[src/rtl/ser_pkg.sv]
// Constants and state type shared by the serializer/deserializer pair.
package ser_pkg;

    localparam int SER_WORD_LEN = 16;
    localparam int SER_MOD_W    = 4;

    typedef enum logic {
        SER_IDLE = 1'b0,
        SER_RECV = 1'b1
    } ser_state_e;

endpackage

[src/rtl/deserializer.sv]
// Serial-to-parallel converter, MSB first, with one-cycle output strobe.
// Optional short-word flush on data_last_i enabled by macro DESERIALIZER_FLUSH_EN.
module deserializer
    import ser_pkg::*;
#(
    parameter int WORD_LEN = SER_WORD_LEN
) (
    input  logic                 clk_i,
    input  logic                 srst_i,
    input  logic                 data_i,
    input  logic                 data_val_i,
    input  logic                 data_last_i,
    output logic [WORD_LEN-1:0]  deser_data_o,
    output logic [SER_MOD_W-1:0] deser_data_mod_o,
    output logic                 deser_data_val_o,
    output logic                 busy_o
);

    localparam int CW = $clog2(WORD_LEN);
    localparam logic [CW-1:0] LAST_IDX = CW'(WORD_LEN - 1);

    ser_state_e                state_q, state_d;
    logic [CW-1:0]             cnt_q, cnt_d;
    // Only WORD_LEN-1 bits are ever held; the final bit goes straight to the output.
    logic [WORD_LEN-2:0]       sr_q, sr_d;
    logic [WORD_LEN-1:0]       data_q, data_d;
    logic [SER_MOD_W-1:0]      mod_q, mod_d;
    logic                      val_q, val_d;

    logic [WORD_LEN-1:0]       shifted;
    logic                      flush;
    logic                      word_end;

`ifdef DESERIALIZER_FLUSH_EN
    localparam logic [CW:0] FULL_N = (CW+1)'(WORD_LEN);
    logic [CW:0] n_bits;

    assign flush  = data_last_i;
    assign n_bits = {1'b0, cnt_q} + 1'b1;
`else
    logic unused_last;

    assign flush       = 1'b0;
    assign unused_last = data_last_i;
`endif

    assign shifted  = {sr_q, data_i};
    assign word_end = (cnt_q == LAST_IDX) || flush;

    always_comb begin
        state_d = state_q;
        cnt_d   = cnt_q;
        sr_d    = sr_q;
        data_d  = data_q;
        mod_d   = mod_q;
        val_d   = 1'b0;
        if (data_val_i) begin
            if (word_end) begin
                // Register cleared between words, so a flushed word is already right-aligned.
                data_d  = shifted;
                val_d   = 1'b1;
`ifdef DESERIALIZER_FLUSH_EN
                mod_d   = (n_bits == FULL_N) ? '0 : SER_MOD_W'(n_bits);
`else
                mod_d   = '0;
`endif
                sr_d    = '0;
                cnt_d   = '0;
                state_d = SER_IDLE;
            end else begin
                sr_d    = shifted[WORD_LEN-2:0];
                cnt_d   = cnt_q + 1'b1;
                state_d = SER_RECV;
            end
        end
    end

    always_ff @(posedge clk_i) begin
        if (srst_i) begin
            state_q <= SER_IDLE;
            cnt_q   <= '0;
            sr_q    <= '0;
            data_q  <= '0;
            mod_q   <= '0;
            val_q   <= 1'b0;
        end else begin
            state_q <= state_d;
            cnt_q   <= cnt_d;
            sr_q    <= sr_d;
            data_q  <= data_d;
            mod_q   <= mod_d;
            val_q   <= val_d;
        end
    end

    assign deser_data_o     = data_q;
    assign deser_data_mod_o = mod_q;
    assign deser_data_val_o = val_q;
    assign busy_o           = (state_q == SER_RECV);

endmodule

[config.mk]
export PLATFORM = sky130hd
export DESIGN_NAME = deserializer
export DESIGN_NICKNAME = d
export VERILOG_FILES = /design/src/rtl/ser_pkg.sv /design/src/rtl/deserializer.sv
export SDC_FILE = /design/constraint.sdc
export NUM_CORES = 1
export LEC_CHECK = 0
export CORE_ASPECT_RATIO = 1.4
export CORE_MARGIN = 2
export CORE_UTILIZATION = 40
export DETAILED_ROUTE_END_ITERATION = 8
export PLACE_DENSITY_LB_ADDON = 0.3
export SYNTH_ARGS = -nofsm -noshare
export SYNTH_HDL_FRONTEND = slang
export SYNTH_SLANG_ARGS = --single-unit
[constraint.sdc]
create_clock -name clk_i -period 1.7 [get_ports clk_i]
set_clock_uncertainty 0.1 [all_clocks]
set_input_delay 0.34 -clock clk_i [delete_from_list [all_inputs] [get_ports clk_i]]
set_output_delay 0.34 -clock clk_i [all_outputs]
set_load 0.02 [all_outputs]
==> results.ini, run 1 <==
[layout]
layout.cells.most_common=sky130_fd_sc_hd__dfxtp_1
syn_to_final_growth_pct=30.6
finalCoreUtilization=0.556
finalInstanceArea_um2=1750
drive_above_1_share=0.126
most_frequent_cells_in_the_layout=sky130_fd_sc_hd__dfxtp_1 (37), sky130_fd_sc_hd__nand3_1 (16), sky130_fd_sc_hd__nand2b_1 (16), sky130_fd_sc_hd__a21oi_1 (16), sky130_fd_sc_hd__a22o_1 (16)
n_antenna_cell=0
nets=164

[timing]
rsz0062_at_grt=false
finalSetupViolations=0
hold-worst-slack_ns=0.360
total_neg_setup_slack_ns=0
final_max_slew_viol_count=0
report.final.hold_viol_count=0
clock.fmax_ghz=0.605
finalWorstPathRequiredPeriod_ns=1.65
min_period_over_period=0.972

[route]
routed-via-count=997
detail_route.wirelength_um=2520
detailedRoute.firstIterationViolations=22
drc=0
detail_route.first_pass.iterations=4
wl_per_cell_um=12.7
drt-vias-per-instance=5.04
antenna_left=0

[power]
combPwrFrac=0.044
p_seq_frac=0.511
share_clk_of_total_power=0.445
netSwitchingPower_uw=338
post-layout-total-power_mw=1.72
power-per-cell-area_nw_per_um2=983
vdd_ir_drop_max_v=0.000738
swShare=0.196
power_report.internal_total_mw=1.39
cellLeakagePower_nw=0.898

[placed_design]
detailed_place.area_um2=1600
hpwlAfterDp_um=1840
place.gp.congestion=0.716
port_buffers=21

[floorplanning]
core_region_area_um2=3150
placementRows=24
design.die.area_um2=3840
chipWidth_um=53.0
dieHeight_um=72.6
io-pin-count=27
initial_utilization=0.426

[critical_path]
start_kind=flop
criticalPathCategory=reg2out
critical-path-max-stage-delay_ns=0.60
path_cells=clkdlybuf4s50_1
largest_delay_share_family_worst_path=buffers and inverters
cp_num_buf_inv=1
worst_ep_required_time_ns=1.26
rrSetupSlack_ns=0.20
setup.worst_path.end_class=output port
crit_path_max_fanout=2
critPathSlowestCell=sky130_fd_sc_hd__clkdlybuf4s50_1
critical_path_arrival_ns=1.21

[clock_tree]
clk_latency_ns=0.29
cts_hold_buffers=0
clockBufferDepth=2
clkSlewWorstSetupHoldPaths_ns=0.07
postCtsSetupBuffers=0
root_buffer=sky130_fd_sc_hd__clkbuf_8
cts_num_sinks=37
cts_max_level=2
num_cts_buffers=5
cts_tree=yes

[logic_synthesis]
synth-warning-count=0
post-synth-top-area-cell=sky130_fd_sc_hd__dfxtp_1
yosys_register_bits=37
synthesis.area_um2=1340
post_synth_num_cell_types=24
synth-seq-area-share=0.552
yosysTopAreaCellShare=0.552
synthCells=130
synthTopCellsByArea=sky130_fd_sc_hd__dfxtp_1 (55%), sky130_fd_sc_hd__a22o_1 (10%), sky130_fd_sc_hd__nand2b_1 (7.5%), sky130_fd_sc_hd__a21oi_1 (6.0%), sky130_fd_sc_hd__nand3_1 (6.0%)
post_synth.cell_area_avg_um2=10.3

[grt]
grt_antenna_before_repair=0
first_pass_grt_wire_length_um=4130
track_usage=0.151
globalRoute.totalOverflow=0
grt_start_max_net_pins=20
first_global_vias=880

[worst_hold_path]
path_class_of_the_lowest_slack_min_delay_path=reg2reg

[status]
run_status=finished, final reports clean

[run]
maxCapViolations=0

## layer usage
metal / global-route usage / vias to the layer above / part of all wire
li1: - / 501 / -
met1: 0.174 / 470 / 0.42
met2: 0.232 / 21 / 0.51
met3: 0.0679 / 5 / 0.052
met4: 0.0769 / 0 / 0.015
met5: 0 / - / 0
## power by group through the flow
stage / combinational (mW) / sequential (mW) / clock, mW
3_5_place_dp: 0.0768 / 0.901 / 0
4_1_cts: 0.0771 / 0.881 / 0.788
3_3_place_gp: 0.0744 / 0.900 / 0
5_1_grt: 0.0833 / 0.881 / 0.825
2_1_floorplan: 0.0599 / 0.901 / 0
6_report: 0.0763 / 0.881 / 0.766
## kinds of logic after synthesis
kind of cell / count (synthesis) / share of synthesized area
and+or+nand+nor: 41 / 0.176
DFF: 37 / 0.552
AOI/OAI and AO/OA: 33 / 0.170
buffers and inverters: 14 / 0.0699
xor gates and xnor gates: 2 / 0.0130
adders and majority gates: 1 / 0.00932
other: 1 / 0.00279
muxes: 1 / 0.00746
## Yosys cell counts (all sizes together)
master / instances
a21oi: 16
a22o: 16
and2: 1
buf: 12
clkbuf: 2
conb: 1
dfxtp: 37
ha: 1
mux2i: 1
nand2: 1
nand2b: 16
nand3: 16
nand3b: 1
nand4: 2
nor2: 3
nor2b: 1
o21a: 1
xnor2: 1
xor2: 1
## metrics by stage
step	std cells	worst slack, ns
6_report	198	0.0469
5_1_grt	198	0.00175
4_1_cts	198	0.0121
3_5_place_dp	190	-0.0144
3_3_place_gp	190	0.00136
2_1_floorplan	133	0.229
## layout make-up
type / count / area, um2
clock inverters: 1 / 30.0
flip-flops and latches: 37 / 741
well taps: 39 / 48.8
fillers: 289 / 1400
repair buffers: 32 / 328
multi-input cells: 82 / 519
clock buffers: 7 / 86.3
## flip-flops by register name, indices dropped and copies added (netlist names)
signal / count
busy_o: 1
cnt_q: 4
deser_data_o: 16
deser_data_val_o: 1
sr_q: 15
## worst paths after layout
path | from | end | cells after the start
max | deser_data_o[8] | deser_data_o[8] | 1
min reg2reg | busy_o | busy_o | 1
max reg2reg | cnt_q[0] | deser_data_o[8] | 5
min | busy_o | busy_o | 1
## timing repair
| action | in CTS | in global routing |
|---|---|---|
| gates resized for setup | 0 | 14 |
| hold endpoints to repair | 0 | 0 |
| endpoints found under the setup margin | 0 | 14 |
Power figures use the tool's default switching activity.
==> inputs of run 2 (changes only) <==
--- a/config.mk
+++ b/config.mk
@@ -5,6 +5,7 @@
 export SDC_FILE = /design/constraint.sdc
 export NUM_CORES = 1
 export LEC_CHECK = 0
+export ABC_AREA = 1
 export CORE_ASPECT_RATIO = 1.4
 export CORE_MARGIN = 2
 export CORE_UTILIZATION = 40
==> run 2 against run 1 <==
Net effect: setup slack worse by 0.0050 ns; fmax down 0.30%; area after synthesis grew 5.0%; non-clock buffer count fell by 3; sequential power is essentially flat; power increased by 7.8%; cell area increased by 5.2%; synthesized cell count grew 34%; critical path type unchanged.
==> results.ini, run 2 <==
[status]
run_status=finished, final reports clean

[grt]
first_global_vias=1092
globalRoute.totalOverflow=0
grt_antenna_before_repair=0
grt_start_max_net_pins=37
first_pass_grt_wire_length_um=4730
track_usage=0.165

[critical_path]
start_kind=flop
worst_ep_required_time_ns=1.26
largest_delay_share_family_worst_path=buffers and inverters
worst_r2r_startpoint=cnt_q[0]
critical-path-max-stage-delay_ns=0.60
crit_path_max_fanout=2
rrSetupSlack_ns=0.33
setup.worst_path.end_class=output port
critical_path_arrival_ns=1.22
criticalPathCategory=reg2out
path_cells=clkdlybuf4s50_1
worst_setup_path_startpoint=busy_o
critPathSlowestCell=sky130_fd_sc_hd__clkdlybuf4s50_1
cp_num_buf_inv=1

[timing]
clock.fmax_ghz=0.603
hold-worst-slack_ns=0.365
min_period_over_period=0.975
finalSetupViolations=0
final_max_slew_viol_count=0
finalWorstPathRequiredPeriod_ns=1.66
report.final.hold_viol_count=0
total_neg_setup_slack_ns=0
rsz0062_at_grt=false

[logic_synthesis]
synth-warning-count=0
synthCells=174
synth_async_sr_flop_share=0
post-synth-top-area-cell=sky130_fd_sc_hd__dfxtp_1
synthesis.area_um2=1410
yosysMostFrequentCell=sky130_fd_sc_hd__nand3_1
synth_simple_gate_area_share=0.325
post_synth.cell_area_avg_um2=8.10
yosys_register_bits=37
synthTopCellsByArea=sky130_fd_sc_hd__dfxtp_1 (53%), sky130_fd_sc_hd__nand3_1 (17%), sky130_fd_sc_hd__nand2_1 (10%), sky130_fd_sc_hd__a21oi_1 (6.0%), sky130_fd_sc_hd__buf_2 (2.8%)
yosys_most_used_dff=sky130_fd_sc_hd__dfxtp_1
synth-seq-area-share=0.525
synth-compound-area-share=0.0674
synth_fa_ha_area_frac=0.00887
synth-xor-area-share=0
synthTopCellsByCount=sky130_fd_sc_hd__nand3_1 (48), sky130_fd_sc_hd__nand2_1 (38), sky130_fd_sc_hd__dfxtp_1 (37), sky130_fd_sc_hd__a21oi_1 (17), sky130_fd_sc_hd__nor2_1 (9)
synth_enable_flop_cells=0
post_synth_num_cell_types=18
yosysTopAreaCellShare=0.525
muxShareOfSynthArea=0
synth_top_family_by_area=simple AND/OR/NAND/NOR gates

[placed_design]
place.gp.congestion=0.752
port_buffers=21
dp.cells=231
hpwlAfterDp_um=1820
detailed_place.area_um2=1680

[clock_tree]
cts_num_sinks=37
clockBufferDepth=2
postCtsSetupBuffers=0
cts_max_level=2
num_cts_buffers=5
cts_tree=yes
root_buffer=sky130_fd_sc_hd__clkbuf_8
clkSlewWorstSetupHoldPaths_ns=0.07
clk_latency_ns=0.29

[route]
detailedRoute.firstIterationViolations=32
routed-via-count=1230
m1_wire_length_um=1240
detail_route.wirelength_um=2880
drt-vias-per-instance=5.15
detailroute.wirelength.met3_um=173
antenna_left=0
met2WireLength_um=1400
dr.max_layer_used=met4
drc=0
wl_per_cell_um=12.0
detail_route.first_pass.iterations=4

[power]
share_clk_of_total_power=0.479
combPwrFrac=0.046
vdd_ir_drop_max_v=0.000845
power-per-cell-area_nw_per_um2=1010
power_report.internal_total_mw=1.49
p_seq_frac=0.475
netSwitchingPower_uw=370
post-layout-total-power_mw=1.86
cellLeakagePower_nw=0.970
swShare=0.199

[floorplanning]
core_region_area_um2=3380
design.die.area_um2=4020
initial_utilization=0.417
placementRows=25
io-pin-count=27
chipWidth_um=54.2
dieHeight_um=74.3

[worst_hold_path]
min_from=deser_data_o[13]
path_class_of_the_lowest_slack_min_delay_path=reg2reg

[layout]
layout.cells.most_common=sky130_fd_sc_hd__nand3_1
syn_to_final_growth_pct=30.8
post_layout_nonfiller_instances=239
drive_above_1_share=0.101
nets=204
most_frequent_cells_in_the_layout=sky130_fd_sc_hd__nand3_1 (48), sky130_fd_sc_hd__nand2_1 (38), sky130_fd_sc_hd__dfxtp_1 (37)
largest_register_ff_count=16
n_antenna_cell=0
finalInstanceArea_um2=1840

[run]
maxCapViolations=0

run 2: routing by layer:
metal | vias up | GRT usage
met3 | 6 | 0.0643
met2 | 31 | 0.249
met4 | 0 | 0.0889
met5 | - | 0
li1 | 624 | -
met1 | 569 | 0.199
run 2: path summary, 6_finish.rpt:
| kind | to | depth (start not counted) |
|---|---|---|
| max reg2reg | cnt_q[0] | 5 |
| min reg2reg | deser_data_o[13] | 2 |
| min | deser_data_o[13] | 2 |
| max | busy_o | 1 |
run 2: kinds of logic (layout without fill, tap and decap cells):
logic type	count (synthesis)	count (layout)
compound gates	19	19
fa+ha+maj	1	1
buf+inv	18	40
flops	37	37
other cells	1	4
simple gates	98	98
run 2: area by class of cell:
cell class | count | area (um2)
fillers | 316 | 1530
flip-flops and latches | 37 | 741
multi-input cells | 122 | 581
repair buffers | 29 | 328
clock buffers | 5 | 68.8
clock inverters | 3 | 65.1
well taps | 40 | 50.0
inverters | 3 | 11.3
run 2: repair_timing:
item                       CTS  global route
setup endpoints to repair    0            13
resized for setup            0            13
hold buffers                 0             0
run 2: per-stage QoR:
step                      utilization  worst slack, ns
after global placement          0.497           0.0990
final                           0.546           0.0419
after floorplan                     -            0.369
after CTS                       0.536          0.00970
after detailed placement        0.497           0.0318
after global routing            0.546          0.00274
run 2: power by group through the flow:
stage / clock network (mW) / logic, mW / registers [mW]
6_report: 0.890 / 0.0850 / 0.882
5_1_grt: 0.948 / 0.0948 / 0.883
4_1_cts: 0.918 / 0.0849 / 0.882
3_5_place_dp: 0 / 0.0846 / 0.902
3_3_place_gp: 0 / 0.0819 / 0.901
2_1_floorplan: 0 / 0.0601 / 0.903
==> inputs of run 3 (changes only) <==
--- a/config.mk
+++ b/config.mk
@@ -11,6 +11,7 @@
 export CORE_UTILIZATION = 40
 export DETAILED_ROUTE_END_ITERATION = 8
 export PLACE_DENSITY_LB_ADDON = 0.3
+export REMOVE_ABC_BUFFERS = 1
 export SYNTH_ARGS = -nofsm -noshare
 export SYNTH_HDL_FRONTEND = slang
 export SYNTH_SLANG_ARGS = --single-unit
==> constraint.sdc (replaced) <==
create_clock -name clk_i -period 2.07 [get_ports clk_i]
set_clock_uncertainty 0.1 [all_clocks]
set_input_delay 0.414 -clock clk_i [delete_from_list [all_inputs] [get_ports clk_i]]
set_output_delay 0.414 -clock clk_i [all_outputs]
set_load 0.02 [all_outputs]
==> run 3 against run 2 <==
Net effect: clock power decreased by 29%; worst hold slack improved by 0.0025 ns; wire length decreased by 4.9%; register-to-register slack improved by 0.15 ns; critical path depth unchanged.
==> results.ini, run 3 (same netlist as run 2, synthesis figures left out) <==
[status]
run_status=finished, final reports clean

[timing]
clock.fmax_ghz=0.578
rsz0062_at_grt=false
total_neg_setup_slack_ns=0
hold-worst-slack_ns=0.367
final_max_slew_viol_count=0
min_period_over_period=0.836
finalSetupViolations=0
fin_ws_ns=0.339
finalWorstPathRequiredPeriod_ns=1.73
report.final.hold_viol_count=0

[route]
detailedRoute.firstIterationViolations=59
antenna_left=0
detail_route.wirelength_um=2740
routed-via-count=1189
drt-vias-per-instance=5.04
wl_per_cell_um=11.6
drc=0
detail_route.first_pass.iterations=4

[layout]
post_layout_nonfiller_instances=236
n_antenna_cell=0
finalInstanceArea_um2=1750
syn_to_final_growth_pct=23.9
drive_above_1_share=0.0816
fillCellCount=321
most_frequent_cells_in_the_layout=sky130_fd_sc_hd__nand3_1 (48), sky130_fd_sc_hd__nand2_1 (38), sky130_fd_sc_hd__dfxtp_1 (37)
layout.cells.most_common=sky130_fd_sc_hd__nand3_1
largest_register_ff_count=16
nets=201
finalCoreUtilization=0.517

[floorplanning]
dieHeight_um=74.3
core_region_area_um2=3380
design.die.area_um2=4020
placementRows=25
io-pin-count=27
initial_utilization=0.417
chipWidth_um=54.2

[power]
vdd_ir_drop_max_v=0.000575
power-per-cell-area_nw_per_um2=811
cellLeakagePower_nw=0.695
post-layout-total-power_mw=1.42

[critical_path]
critPathSlowestCell=sky130_fd_sc_hd__clkdlybuf4s50_1
critical-path-max-stage-delay_ns=0.61
rrSetupSlack_ns=0.48
crit_path_max_fanout=2
criticalPathCategory=reg2out
cp_num_buf_inv=1
largest_delay_share_family_worst_path=buffers and inverters
start_kind=flop
setup.worst_path.end_class=output port
path_cells=clkdlybuf4s50_1
critical_path_arrival_ns=1.22
worst_ep_required_time_ns=1.56

[grt]
first_global_vias=1157
grt_start_max_net_pins=37
grt_antenna_before_repair=0
first_pass_grt_wire_length_um=4750
globalRoute.totalOverflow=0
track_usage=0.159

[clock_tree]
number_of_gates_given_a_new_drive_strength_after_cts=0
clkSlewWorstSetupHoldPaths_ns=0.07
cts_max_level=2
root_buffer=sky130_fd_sc_hd__clkbuf_8
clockBufferDepth=2
num_cts_buffers=5
cts_hold_buffers=0
cts_tree=yes
clk_latency_ns=0.28
cts_num_sinks=37
postCtsSetupBuffers=0

[placed_design]
place.gp.congestion=0.752
hpwlAfterDp_um=1810
dp.cells=228
pre_cts_setup_slack_ns=0.280
port_buffers=21
detailed_place.area_um2=1630

[run]
maxCapViolations=0

[worst_hold_path]
path_class_of_the_lowest_slack_min_delay_path=reg2reg

-- run 3: final timing paths --
check	end	cells past startpoint	startpoint
hold reg to reg	deser_data_o[9]	2	deser_data_o[9]
setup / recovery	deser_data_o[0]	1	deser_data_o[0]
setup reg to reg	deser_data_o[13]	5	cnt_q[0]
hold / removal	deser_data_o[9]	2	deser_data_o[9]
-- run 3: worst min-delay path, cell delays in order (launching register included) --
cell                      delay (ns)
sky130_fd_sc_hd__dfxtp_1        0.31
sky130_fd_sc_hd__nand3_1        0.07
sky130_fd_sc_hd__nand2_1        0.05
-- run 3: cell type report --
class                      instances  area, um2  area share
timing repair buffer              26        248       0.142
tap                               40       50.0      0.0287
sequential                        37        741       0.424
inverter                           3       11.3     0.00645
clock buffer                       7       86.3      0.0494
multi-input combinational        122        581       0.332
clock inverter                     1       30.0      0.0172
-- run 3: power breakdown --
part,switching (mW),internal (mW),total [mW],leakage (nW)
Clock,0.235,0.393,0.628,0.0585
Sequential,0.00588,0.719,0.725,0.299
Combinational,0.0449,0.0200,0.0649,0.338
-- run 3: layer usage --
layer  up-vias  GRT usage  wire (um)
met5         -          0          0
met4         0     0.0667         40
met3         4     0.0482         94
met2        24      0.277       1410
met1       547      0.175       1200
li1        614          -          -
